==> config.mk <==
export PLATFORM = sky130hd
export DESIGN_NAME = mem_access_stage_flat
export DESIGN_NICKNAME = d
export VERILOG_FILES = /design/src/rtl/mem_access_stage_pkg.sv /design/src/rtl/mem_access_stage_if.sv /design/src/rtl/mem_timeout_counter.sv /design/src/rtl/mem_access_stage.sv /design/src/flat_wrapper.sv
export SDC_FILE = /design/constraint.sdc
export NUM_CORES = 1
export LEC_CHECK = 0
export CORE_MARGIN = 4
export CORE_UTILIZATION = 37
export CTS_BUF_LIST = sky130_fd_sc_hd__clkbuf_8 sky130_fd_sc_hd__clkbuf_16
export DETAILED_ROUTE_END_ITERATION = 10
export PLACE_DENSITY = 0.79
export SKIP_CTS_REPAIR_TIMING = 1
export SYNTH_ARGS = -nofsm -noshare
export SYNTH_HDL_FRONTEND = slang
export SYNTH_SLANG_ARGS = --single-unit
==> constraint.sdc <==
create_clock -name clk -period 1.7 [get_ports clk]
set_input_delay 0.255 -clock clk [delete_from_list [all_inputs] [get_ports clk]]
set_output_delay 0.255 -clock clk [all_outputs]
set_load 0.01 [all_outputs]
==> src/rtl/mem_access_stage_pkg.sv <==
// Shared definitions for the MEM-stage data-memory controller: FSM encodings,
// timeout counter width and the value returned on a bus error.
package mem_access_stage_pkg;

  typedef enum logic [1:0] {
    ST_IDLE = 2'd0,
    ST_BUSY = 2'd1,
    ST_DONE = 2'd2
  } mem_state_e;

  localparam int          TMO_W        = 8;
  localparam logic [31:0] BUSERR_RDATA = 32'h0;

  function automatic logic [31:0] word_addr(input logic [31:0] byte_addr);
    return {byte_addr[31:2], 2'b00};
  endfunction

endpackage

==> src/rtl/mem_access_stage_if.sv <==
// Request/acknowledge data-memory port between the MEM stage (master) and the
// data memory (slave).
interface mem_access_stage_if;

  logic        mem_req;
  logic        mem_we;
  logic [31:0] mem_addr;
  logic [31:0] mem_wdata;
  logic [31:0] mem_rdata;
  logic        mem_ack;

  modport master (
    output mem_req, mem_we, mem_addr, mem_wdata,
    input  mem_rdata, mem_ack
  );

  modport slave (
    input  mem_req, mem_we, mem_addr, mem_wdata,
    output mem_rdata, mem_ack
  );

endinterface

==> src/rtl/mem_timeout_counter.sv <==
// Busy-cycle counter for the MEM stage: synchronous clear, count enable and a
// terminal-count flag raised when the count reaches TIMEOUT_CYCLES-1.
module mem_timeout_counter
  import mem_access_stage_pkg::*;
#(
  parameter int TIMEOUT_CYCLES = 255
) (
  input  logic clk,
  input  logic Reset,
  input  logic i_clr,
  input  logic i_en,
  output logic o_tc
);

  logic [TMO_W-1:0] r_cnt;

  always_ff @(posedge clk or negedge Reset) begin
    if (!Reset) begin
      r_cnt <= '0;
    end else if (i_clr) begin
      r_cnt <= '0;
    end else if (i_en) begin
      r_cnt <= r_cnt + 1'b1;
    end
  end

  assign o_tc = (r_cnt == TMO_W'(TIMEOUT_CYCLES - 1));

endmodule

==> src/rtl/mem_access_stage.sv <==
// MEM-stage controller: issues one req/ack transaction per load/store and stalls
// the pipeline until it completes. Optional trap: MEM_MISALIGN_TRAP_EN.
module mem_access_stage
  import mem_access_stage_pkg::*;
#(
  parameter int TIMEOUT_CYCLES = 255
) (
  input  logic                      clk,
  input  logic                      Reset,
  input  logic                      MemtoRegM,
  input  logic                      MemWriteM,
  input  logic [31:0]               ALUOutM,
  input  logic [31:0]               WriteDataM,
  mem_access_stage_if.master        mem,
  output logic [31:0]               ReadDataM,
  output logic                      StallM,
  output logic                      BusErrM,
  output logic                      MisalignM
);

  mem_state_e  r_state;
  mem_state_e  w_next;

  logic        w_access;
  logic        w_misalign;
  logic        w_issue;
  logic        w_trap;
  logic        w_ack_done;
  logic        w_timeout;
  logic        w_cnt_en;
  logic        w_tc;

  logic        r_req;
  logic        r_we;
  logic [31:0] r_addr;
  logic [31:0] r_wdata;
  logic [31:0] r_rdata;
  logic        r_buserr;

  assign w_access = MemtoRegM | MemWriteM;

`ifdef MEM_MISALIGN_TRAP_EN
  assign w_misalign = |ALUOutM[1:0];
`else
  logic w_unused_lo_bits;
  assign w_unused_lo_bits = ^ALUOutM[1:0];
  assign w_misalign       = 1'b0;
`endif

  always_ff @(posedge clk or negedge Reset) begin
    if (!Reset) begin
      r_state <= ST_IDLE;
    end else begin
      r_state <= w_next;
    end
  end

  always_comb begin
    w_next = r_state;
    case (r_state)
      ST_IDLE: begin
        if (w_access) begin
          w_next = w_misalign ? ST_DONE : ST_BUSY;
        end
      end
      ST_BUSY: begin
        if (mem.mem_ack || w_tc) begin
          w_next = ST_DONE;
        end
      end
      ST_DONE: w_next = ST_IDLE;
      default: w_next = ST_IDLE;
    endcase
  end

  // A same-cycle ack always beats the timeout.
  always_comb begin
    StallM     = 1'b0;
    w_issue    = 1'b0;
    w_trap     = 1'b0;
    w_ack_done = 1'b0;
    w_timeout  = 1'b0;
    w_cnt_en   = 1'b0;
    case (r_state)
      ST_IDLE: begin
        StallM  = w_access;
        w_issue = w_access & ~w_misalign;
        w_trap  = w_access &  w_misalign;
      end
      ST_BUSY: begin
        StallM     = 1'b1;
        w_ack_done = mem.mem_ack;
        w_timeout  = ~mem.mem_ack & w_tc;
        w_cnt_en   = ~mem.mem_ack;
      end
      default: ;
    endcase
  end

  mem_timeout_counter #(
    .TIMEOUT_CYCLES (TIMEOUT_CYCLES)
  ) u_tmo (
    .clk   (clk),
    .Reset (Reset),
    .i_clr (w_issue),
    .i_en  (w_cnt_en),
    .o_tc  (w_tc)
  );

  always_ff @(posedge clk or negedge Reset) begin
    if (!Reset) begin
      r_req   <= 1'b0;
      r_we    <= 1'b0;
      r_addr  <= '0;
      r_wdata <= '0;
    end else if (w_issue) begin
      r_req   <= 1'b1;
      r_we    <= MemWriteM;
      r_addr  <= word_addr(ALUOutM);
      r_wdata <= WriteDataM;
    end else if (w_ack_done || w_timeout) begin
      r_req   <= 1'b0;
    end
  end

  // ReadDataM is sticky: only a completed load, a timeout or a trap changes it.
  always_ff @(posedge clk or negedge Reset) begin
    if (!Reset) begin
      r_rdata  <= '0;
      r_buserr <= 1'b0;
    end else begin
      r_buserr <= w_timeout;
      if (w_ack_done && !r_we) begin
        r_rdata <= mem.mem_rdata;
      end else if (w_timeout || w_trap) begin
        r_rdata <= BUSERR_RDATA;
      end
    end
  end

`ifdef MEM_MISALIGN_TRAP_EN
  logic r_misalign;

  always_ff @(posedge clk or negedge Reset) begin
    if (!Reset) begin
      r_misalign <= 1'b0;
    end else begin
      r_misalign <= w_trap;
    end
  end

  assign MisalignM = r_misalign;
`else
  assign MisalignM = 1'b0;
`endif

  assign mem.mem_req   = r_req;
  assign mem.mem_we    = r_we;
  assign mem.mem_addr  = r_addr;
  assign mem.mem_wdata = r_wdata;
  assign ReadDataM     = r_rdata;
  assign BusErrM       = r_buserr;

endmodule

==> src/flat_wrapper.sv <==
// flat-port wrapper written by rule: the top's interface ports become plain ports
module mem_access_stage_flat import mem_access_stage_pkg::*;
#(
  parameter int TIMEOUT_CYCLES = 255
)
  (clk, Reset, MemtoRegM, MemWriteM, ALUOutM, WriteDataM, ReadDataM, StallM, BusErrM, MisalignM, mem_mem_req, mem_mem_we, mem_mem_addr, mem_mem_wdata, mem_mem_rdata, mem_mem_ack);
  mem_access_stage_if mem_i ();
  input  logic clk;
  input  logic Reset;
  input  logic MemtoRegM;
  input  logic MemWriteM;
  input  logic [31:0] ALUOutM;
  input  logic [31:0] WriteDataM;
  output logic [31:0] ReadDataM;
  output logic StallM;
  output logic BusErrM;
  output logic MisalignM;
  output wire logic [$bits(mem_i.mem_req)-1:0] mem_mem_req;
  output wire logic [$bits(mem_i.mem_we)-1:0] mem_mem_we;
  output wire logic [$bits(mem_i.mem_addr)-1:0] mem_mem_addr;
  output wire logic [$bits(mem_i.mem_wdata)-1:0] mem_mem_wdata;
  input wire logic [$bits(mem_i.mem_rdata)-1:0] mem_mem_rdata;
  input wire logic [$bits(mem_i.mem_ack)-1:0] mem_mem_ack;
  assign mem_mem_req = mem_i.mem_req;
  assign mem_mem_we = mem_i.mem_we;
  assign mem_mem_addr = mem_i.mem_addr;
  assign mem_mem_wdata = mem_i.mem_wdata;
  assign mem_i.mem_rdata = mem_mem_rdata;
  assign mem_i.mem_ack = mem_mem_ack;
  mem_access_stage #(.TIMEOUT_CYCLES(TIMEOUT_CYCLES)) u_core (.clk(clk), .Reset(Reset), .MemtoRegM(MemtoRegM), .MemWriteM(MemWriteM), .ALUOutM(ALUOutM), .WriteDataM(WriteDataM), .mem(mem_i), .ReadDataM(ReadDataM), .StallM(StallM), .BusErrM(BusErrM), .MisalignM(MisalignM));
endmodule
[Yosys cells after proc, flatten, opt, wreduce, memory -nomap -nowiden]
Cells that the tools add are included.
Cells by class
  add/subtract/negate cells: 1
  eq/ne operators: 4
  multiplexer cells: 14
  bitwise logic cells: 3
  reductions and logical operators: 9
Operators by type and width (count)
  2-to-1 mux 32 bit: 2
  2-to-1 mux 8 bit: 2
  adder 8 x 1 -> 8 bit (second input constant): 1
  equality test 8 bit (second input constant): 1
  2-to-1 mux 1 bit: 6
  nonzero test 2 bit: 3
  2-to-1 mux 2 bit: 2
  inequality test 2 x 1 -> 1 bit (second input constant): 2
  one-hot mux 2 bit (2 select lines): 1
  equality test 2 x 1 -> 1 bit (second input constant): 1
  logical NOT 2 bit: 1
  logical OR 1 bit: 2
  one-hot mux 1 bit (2 select lines): 1
  AND reduction 2 bit: 1
  bitwise AND 1 bit: 1
  logical AND 1 bit: 1
  logical NOT 1 bit: 1
  inverter 1 bit: 1
  OR 1 bit: 1
Word-level totals
  bits in registers: 107
  input bits: 101
  output and inout port bits: 101
  logic and storage cells: 39

[Logic depth before layout (Yosys ltp)]
Gate-level depths: netlist of the first run.
  word-level depth: 6
  mapped depth: 6
  gate-level depth less buffers: 5

[Hierarchy]
A second synthesis of the first run with hierarchy kept.
Second synthesis, totals
  cells, all modules: 269
  area total of the unflattened synthesis: 4352.9 sq um
By module, submodules not included
  mem_access_stage: times used 1, cells an instance 228, area each 3942.5 sq um, sequential area each 2477.4 sq um
  mem_timeout_counter: times used 1, cells an instance 41, area each 410.4 sq um, sequential area each 200.2 sq um

[Worst setup path before layout of the first run]
No wires, ideal clock.
  path type: register to register
  from: register u_core.r_state[0]
  to: register u_core.r_wdata[28] (netlist: u_core.mem.mem_wdata[28])
  setup time: 0.125 ns
  arrival: 1.658 ns
  data required time: 1.575 ns
  setup slack: -0.083 ns
  stages on the path, launching flop included: 6
  path buffers: 2
  clock period less this slack: 1.783 ns
  cell sequence: dfrtp_1 -> or2_2 -> nor2_2 -> buf_2 -> buf_2 -> mux2_2
On the way
  word-level cells in the longest chain between the ends: 2
Ends and longest elaborated chain
  start: declaration: line mem_access_stage.sv:21  | mem_state_e r_state;
  start signal: assignment: line mem_access_stage.sv:54  | r_state <= w_next;
  logical NOT 2 bit: line mem_access_stage.sv:84  | case (r_state)
  2-to-1 mux 1 bit: line mem_access_stage.sv:84
  end signal: assignment: line mem_access_stage.sv:120  | r_wdata <= WriteDataM;
  end: declaration: line mem_access_stage.sv:36  | logic [31:0] r_wdata;
No other way between the ends.
A chain may end at the register's enable or synchronous reset.

[Final worst setup path of the first run]
  from: register u_core.r_state[0]
  to: register u_core.r_addr[15] (netlist: u_core.mem.mem_addr[15])
On the way
  word-level cells in the longest chain between the ends: 2
Ends and longest elaborated chain
  logical NOT 2 bit: line mem_access_stage.sv:84
  2-to-1 mux 1 bit: line mem_access_stage.sv:84
  end signal: assignment: line mem_access_stage.sv:119  | r_addr <= word_addr(ALUOutM);
  end: declaration: line mem_access_stage.sv:35  | logic [31:0] r_addr;
No other way between the ends.

==> results.yml, run 1 <==
power_and_ir_drop:
  peakVddDrop_mv: 1.079
  total_power_mw: 12.33
  leakagePower_nw: 2.861
  p_per_area_nw_per_um2: 1792
worst_setup_path:
  worst-path-max-fanout: 6
  required_ns: 1.93
  critPathMaxStageDelay_ns: 0.41
  setup.worst_path.class: "flip-flop to flip-flop"
  worst_path_max_delay_cell: "dfrtp_1"
  crit_path_end_kind: "flip-flop"
  cp_cell_sequence: "or2_4, nor2_4, clkbuf_16, buf_4, mux2_2"
  critPathLaunchType: "flip-flop"
  arrival_ns: 1.87
timing:
  min_period_over_period: 0.9682
  hold_viol: 0
  fin_tns_setup_ns: 0
  finalSetupViolations: 0
  fin_skew_ns: 0.007353
  drv_slew: 0
  fin_crit_ns: 1.646
  fmax_mhz: 607.6
clock_network:
  root_buffer: "clkbuf_16"
  clock_insertion_delay_worst_skew_ns: 0.34
  cts_tree: "built"
  clockBufferDepth: 2
  cts_buffers: 9
  htreeDepth: 3
  clock_sinks: 107
  clkSlewWorstSetupHoldPaths_ns: 0.07
die:
  dieArea_sq_um: 13120
  fp-row-count: 38
  die_w_microns: 114.5
  die_h_microns: 114.5
  core-area_sq_um: 10980
  io_pins: 202
  initial_core_util: 0.3823
hold_path:
  hold_path_class: "input port to async pin"
placed_design:
  place_area_sq_um: 6446
  globalplace.congestion: 0.8494
  portBuffers: 196
  place_hpwl_microns: 8597
finish:
  final_cell_mix: "clkdlybuf4s50_1, dfrtp_1, nand2_1"
  mostFrequentLayoutCell: "clkdlybuf4s50_1"
  layout-drive-gt1-share: 0.1891
  syn_to_final_growth_pct: 63.92
  final_cell_area_sq_um: 6883
  nets: 648
  num_antenna_cells: 0
  finalCoreUtilization: 0.6267
drt:
  dr.first_iter.drc_count: 113
  vias: 3339
  wirelength_microns: 11710
  first_pass_iters: 4
  postRouteAntennaNets: 0
  wire_per_inst_microns: 16.98
  detail_route.vias_per_cell: 4.839
  drt_drc_violations_left: 0
synthesis:
  yosys_warnings: 0
  synth_seq_area_share: 0.6377
  synth_area_leaders: "dfrtp_1, mux2_2, nand2_1, o21ai_0, buf_2"
  post_synth_num_cell_types: 32
  syn_area_per_cell_sq_um: 12.46
  synth.cell_area_sq_um: 4199
  ys_ff_latch: 107
  synth_top_area_frac: 0.6377
  synth_largest_area_cell: "dfrtp_1"
  syn-instance-count: 337
grt:
  gr-usage-all-layers: 0.1765
  grt_max_degree: 56
  grt_pass1_vias: 3629
  antenna_found_initial: 0
  grt_overflow: 0
  grt_pass1_wl_microns: 18210
run_status:
  status: "finished clean"
job:
  drv_cap: 0
## metrics by stage
step | std cells | hold WS [ns] | worst slack (ns)
after floorplan | 339 | -0.04059 | 0.01267
after global placement | 668 | 0.2018 | -0.1974
after detailed placement | 668 | 0.2002 | -0.2590
after CTS | 684 | -0.1723 | -0.1321
after global routing | 690 | 0.3913 | -0.01281
final | 690 | 0.3762 | 0.05412
## area by class of cell
cell class | instances | area [sq um]
well taps | 140 | 175.2
repair buffers | 217 | 2252
fillers | 898 | 4100
multi-input cells | 209 | 1448
clock inverters | 6 | 87.58
inverters | 1 | 3.754
clock buffers | 10 | 239.0
flip-flops and latches | 107 | 2678
## report_power, final
part	internal, mW	switching, mW
Clock	1.33	0.914
Sequential	3.72	0.661
Combinational	3.50	2.20
## metal layers
metal,vias to the layer above,global-route usage,share of wire
li1,1565,-,-
met1,1644,0.1859,0.37
met2,109,0.3213,0.54
met3,21,0.06765,0.075
met4,0,0.05780,0.020
met5,-,0,0
## worst paths after layout
| kind | cells past startpoint | slack [ns] | to | from |
|---|---|---|---|---|
| max reg2reg | 5 | 0.05 | u_core.mem.mem_addr[15] | u_core.r_state[0] |
| min in group clk | 3 | 0.47 | u_core.ReadDataM[10] | mem_mem_rdata[10] |
| min | 2 | 0.38 | u_core.mem.mem_addr[31] | Reset |
| max | 5 | 0.05 | u_core.mem.mem_addr[15] | u_core.r_state[0] |
| max in group asynchronous | 3 | 0.64 | u_core.ReadDataM[17] | Reset |
| min reg2reg | 1 | 0.51 | u_core.mem.mem_addr[16] | u_core.mem.mem_addr[16] |
## Yosys cell counts
| cell type | n |
|---|---|
| dfrtp_1 | 107 |
| nand2_1 | 67 |
| mux2_2 | 62 |
| o21ai_0 | 37 |
| buf_2 | 9 |
| clkbuf_1 | 8 |
| a21oi_1 | 5 |
| nor2_1 | 5 |
| buf_4 | 3 |
| or3_1 | 3 |
| clkbuf_2 | 2 |
| ha_1 | 2 |
| nand3_1 | 2 |
| nand4_1 | 2 |
| nand4bb_1 | 2 |
| nor3_1 | 2 |
| o211ai_1 | 2 |
| o31ai_1 | 2 |
| or4_1 | 2 |
| a22o_1 | 1 |
| a2bb2oi_1 | 1 |
| and2_1 | 1 |
| conb_1 | 1 |
| inv_1 | 1 |
| nor2_2 | 1 |
| nor2b_1 | 1 |
| nor4bb_1 | 1 |
| o21bai_1 | 1 |
| o22ai_1 | 1 |
| or2_2 | 1 |
| or3b_1 | 1 |
| xor2_1 | 1 |
## kinds of logic after synthesis
logic type / synth area share
flip-flops: 0.6377
buffers and inverters: 0.02652
XOR/XNOR: 0.002086
other: 0.0008931
AO/OA/AOI/OAI: 0.06466
AND/OR/NAND/NOR: 0.09595
multiplexers: 0.1663
adder cells (fa/ha/maj): 0.005959
## registers in the layout, indices dropped and copies added (netlist names)
| register | count |
|---|---|
| u_core.BusErrM | 1 |
| u_core.ReadDataM | 32 |
| u_core.mem.mem_addr | 30 |
| u_core.mem.mem_req | 1 |
| u_core.mem.mem_wdata | 32 |
| u_core.mem.mem_we | 1 |
| u_core.r_state | 2 |
| u_core.u_tmo.r_cnt | 8 |
## worst max-delay path: cells and delay by family (launching register included)
| family | cells | cell delay (ns) |
|---|---|---|
| and+or+nand+nor | 2 | 0.45 |
| DFF | 1 | 0.41 |
| buffers and inverters | 2 | 0.34 |
| muxes | 1 | 0.33 |
No activity file was read; power rests on OpenSTA's default activity.
==> run 2: changes to the inputs <==
PLACE_DENSITY = 0.77   (was 0.79)
==> results.yml, run 2 (synthesis gave the netlist of run 1 again) <==
timing:
  fin_crit_ns: 1.653
  finalSetupViolations: 0
  rsz0062_at_grt: "true"
  fmax_mhz: 605.1
  drv_slew: 0
  fin_skew_ns: 0.006668
  min_period_over_period: 0.9722
  hold_viol: 0
  timing.final.ws_setup_ns: 0.04725
worst_setup_path:
  regToRegSetupSlack_ns: 0.05
  critPathLaunchType: "flip-flop"
  setup.worst_path.class: "flip-flop to flip-flop"
  reg2reg_depth: 5
  worst-path-max-fanout: 10
  required_ns: 1.93
  arrival_ns: 1.88
  crit_path_end_kind: "flip-flop"
  cpMostUsedCell: "buf_4"
  worst_path_max_delay_cell: "dfrtp_1"
  cp_cell_sequence: "or2_4, nor2_4, buf_4, buf_4, mux2_2"
  r2r_end: "u_core.mem.mem_addr[21]"
  critPathMaxStageDelay_ns: 0.42
  r2r_start: "u_core.r_state[0]"
placed_design:
  globalplace.congestion: 0.7046
  place_ws_ns: -0.2856
  dp_cells: 671
  portBuffers: 196
  place_hpwl_microns: 8524
die:
  initial_core_util: 0.3823
  dieArea_sq_um: 13120
  die_h_microns: 114.5
  fp-row-count: 38
  io_pins: 202
  core-area_sq_um: 10980
  die_w_microns: 114.5
clock_network:
  clockBufferDepth: 2
  htreeDepth: 3
  clkSlewWorstSetupHoldPaths_ns: 0.07
  clock_sinks: 107
  root_buffer: "clkbuf_16"
  cts_buffers: 9
  clock_insertion_delay_worst_skew_ns: 0.35
  cts_tree: "built"
finish:
  seq_area_sq_um: 2678
  final_cell_mix: "clkdlybuf4s50_1, dfrtp_1, nand2_1"
  multiInputGateArea_sq_um: 1448
  fill_cells: 900
  syn_to_final_growth_pct: 63.26
  num_antenna_cells: 0
  layout-drive-gt1-share: 0.1906
  final_cells: 691
  nets: 651
  mostFrequentLayoutCell: "clkdlybuf4s50_1"
run_status:
  status: "finished clean"
drt:
  detail_route.vias_per_cell: 4.852
  vias: 3353
  wire_per_inst_microns: 16.80
  first_pass_iters: 5
  postRouteAntennaNets: 0
  drt_drc_violations_left: 0
  wirelength_microns: 11610
  dr.first_iter.drc_count: 163
power_and_ir_drop:
  peakVddDrop_mv: 0.9391
  p_per_area_nw_per_um2: 1774
  leakagePower_nw: 2.854
job:
  drv_cap: 0
grt:
  gr-usage-all-layers: 0.1735
  grt_pass1_wl_microns: 17720
  grt_pass1_vias: 3540
  grt_overflow: 0
  grt_max_degree: 50
  antenna_found_initial: 0
hold_path:
  hold_path_class: "input port to async pin"
-- run 2: area by class of cell --
type                    count  area share
flip-flops and latches    107      0.3906
clock buffers              12     0.03888
multi-input cells         209      0.2112
repair buffers            220      0.3282
clock inverters             2    0.005110
well taps                 140     0.02555
inverters                   1   0.0005475
-- run 2: report_power, final --
group,total (mW),switching [mW],internal [mW]
combinational,5.67,2.19,3.48
sequential,4.36,0.639,3.72
clock,2.13,0.886,1.24
-- run 2: worst max path at each step --
stage / startpoint / end / slack [ns] / cells after the start
2_1_floorplan: u_core.r_state[0] / u_core.mem.mem_wdata[28] / 0.01 / 5
3_3_place_gp: mem_mem_ack / u_core.u_tmo.r_cnt[7] / -0.25 / 4
3_5_place_dp: mem_mem_ack / u_core.u_tmo.r_cnt[5] / -0.29 / 4
4_1_cts: u_core.r_state[0] / StallM / -0.16 / 4
5_1_grt: u_core.r_state[0] / u_core.mem.mem_addr[2] / -0.01 / 5
6_report: u_core.r_state[0] / u_core.mem.mem_addr[21] / 0.05 / 5
-- run 2: critical path: cells and delay by family (launching register included) --
family                 cells  cell delay (ns)
buffers and inverters      2             0.31
muxes                      1             0.35
DFF                        1             0.42
and+or+nand+nor            2             0.45
-- run 2: through the flow --
| step | util | setup TNS [ns] | power, mW | instance area, sq um | hold WS, ns |
|---|---|---|---|---|---|
| 5_1_grt | 0.6242 | -0.08548 | 12.88 | 6855 | 0.4629 |
| 4_1_cts | 0.6153 | -0.1608 | 12.10 | 6758 | -0.1070 |
| 2_1_floorplan | - | 0 | 6.636 | 4212 | -0.04059 |
| 3_3_place_gp | 0.5878 | -12.17 | 9.731 | 6456 | 0.2605 |
| 3_5_place_dp | 0.5878 | -13.79 | 9.927 | 6456 | 0.2729 |
| 6_report | 0.6242 | 0 | 12.16 | 6855 | 0.4525 |
-- run 2: metal layers --
metal | routed length [microns] | part of all wire | global-route usage
met5 | 0 | 0 | 0
met4 | 193 | 0.017 | 0.07047
met3 | 845 | 0.073 | 0.06078
met2 | 6185 | 0.53 | 0.3093
met1 | 4388 | 0.38 | 0.1865
==> run 3: changes to the inputs <==
PLACE_DENSITY = unset   (was 0.77)
PLACE_DENSITY_LB_ADDON = 0.25   (was unset)
==> results.yml, run 3 (synthesis gave the netlist of run 1 again) <==
run_status:
  status: "finished clean"
die:
  fp-row-count: 38
  core-area_sq_um: 10980
  die_w_microns: 114.5
  io_pins: 202
  initial_core_util: 0.3823
  dieArea_sq_um: 13120
  die_h_microns: 114.5
worst_setup_path:
  setup.worst_path.class: "flip-flop to flip-flop"
  critPathLaunchType: "flip-flop"
  arrival_ns: 1.87
  worst_path_max_delay_cell: "dfrtp_1"
  cp_num_buf_inv: 2
  crit_path_end_kind: "flip-flop"
  cp_num_cells: 5
  critPathMaxStageDelay_ns: 0.40
  cp_top_family: "simple AND/OR/NAND/NOR gates"
  reg2reg_depth: 5
  cp_cell_sequence: "or2_4, nor2_4, buf_12, clkbuf_16, mux2_2"
  worst-path-max-fanout: 25
  required_ns: 1.93
timing:
  fmax_mhz: 610.2
  fin_crit_ns: 1.639
  fin_tns_setup_ns: 0
  finalSetupViolations: 0
  fin_skew_ns: 0.006367
  hold_viol: 0
  min_period_over_period: 0.9640
  drv_slew: 0
  timing.final.ws_setup_ns: 0.06124
  rsz0062_at_grt: "false"
drt:
  postRouteAntennaNets: 0
  drt_drc_violations_left: 0
  highest_layer: "met4"
  vias: 3309
  m1WireLength_microns: 4338
  wire_per_inst_microns: 16.56
  first_pass_iters: 4
  met3_length_microns: 918
  detail_route.vias_per_cell: 4.789
  dr.first_iter.drc_count: 129
  wl_met2_microns: 5992
  wirelength_microns: 11440
finish:
  mostFrequentLayoutCell: "clkdlybuf4s50_1"
  num_antenna_cells: 0
  final_cell_mix: "clkdlybuf4s50_1, dfrtp_1, nand2_1"
  layout-drive-gt1-share: 0.1869
  syn_to_final_growth_pct: 63.86
  nets: 649
placed_design:
  portBuffers: 196
  globalplace.congestion: 0.7539
  place_ws_ns: -0.2531
  place_hpwl_microns: 8204
grt:
  grt_max_degree: 51
  grt_pass1_wl_microns: 18010
  antenna_found_initial: 0
  gr-usage-all-layers: 0.1764
  grt_overflow: 0
  grt_pass1_vias: 3536
clock_network:
  clock_sinks: 107
  cts_tree: "built"
  clock_insertion_delay_worst_skew_ns: 0.35
  clockBufferDepth: 2
  htreeDepth: 3
  root_buffer: "clkbuf_16"
  clkSlewWorstSetupHoldPaths_ns: 0.06
  cts_buffers: 9
power_and_ir_drop:
  p_per_area_nw_per_um2: 1772
  total_power_mw: 12.19
  peakVddDrop_mv: 1.268
  leakagePower_nw: 2.876
job:
  drv_cap: 0
hold_path:
  hold_path_class: "input port to async pin"
## run 3: changes by cell type in the layout (fill, tap and decap cells not counted), moves of 2 or more
cell / change
buf_4: -2
buf_6: -2
clkbuf_8: -3
inv_1: +2
## run 3: area by class of cell
class,instances,area [sq um]
Fill cell,917,4103
Sequential cell,107,2678
Timing Repair Buffer,218,2260
Multi-Input combinational cell,209,1454
Clock buffer,9,225.2
Tap cell,140,175.2
Clock inverter,7,85.08
Inverter,1,3.754
## run 3: report_power, final
group,leakage (nW),total (mW),switching (mW),internal [mW]
Clock,0.158,2.17,0.898,1.27
Combinational,1.42,5.65,2.17,3.49
Sequential,1.30,4.36,0.642,3.72
Total,2.88,12.2,3.71,8.48
## run 3: metal layers
metal  up-vias  track usage
met2       109       0.2992
met3        14      0.07875
met5         -            0
li1       1565            -
met1      1621       0.1959
met4         0      0.06255
## run 3: through the flow
step / util / hold slack (ns) / cells / cell area, sq um
finish: 0.6265 / 0.3829 / 691 / 6880
global route: 0.6265 / 0.4011 / 691 / 6880
CTS: 0.6159 / -0.1555 / 685 / 6764
detailed placement: 0.5876 / 0.2265 / 669 / 6454
global placement: 0.5876 / 0.2209 / 669 / 6454
floorplan: - / -0.04059 / 339 / 4212
## run 3: final timing paths
path	start	slack (ns)	endpoint
min in group clk	mem_mem_rdata[22]	0.46	u_core.ReadDataM[22]
hold / removal	Reset	0.38	u_core.mem.mem_addr[24]
setup / recovery	u_core.r_state[0]	0.06	u_core.mem.mem_wdata[12]
setup reg to reg	u_core.r_state[0]	0.06	u_core.mem.mem_wdata[12]
max in group asynchronous	Reset	0.75	u_core.mem.mem_addr[29]
hold reg to reg	u_core.mem.mem_wdata[7]	0.51	u_core.mem.mem_wdata[7]
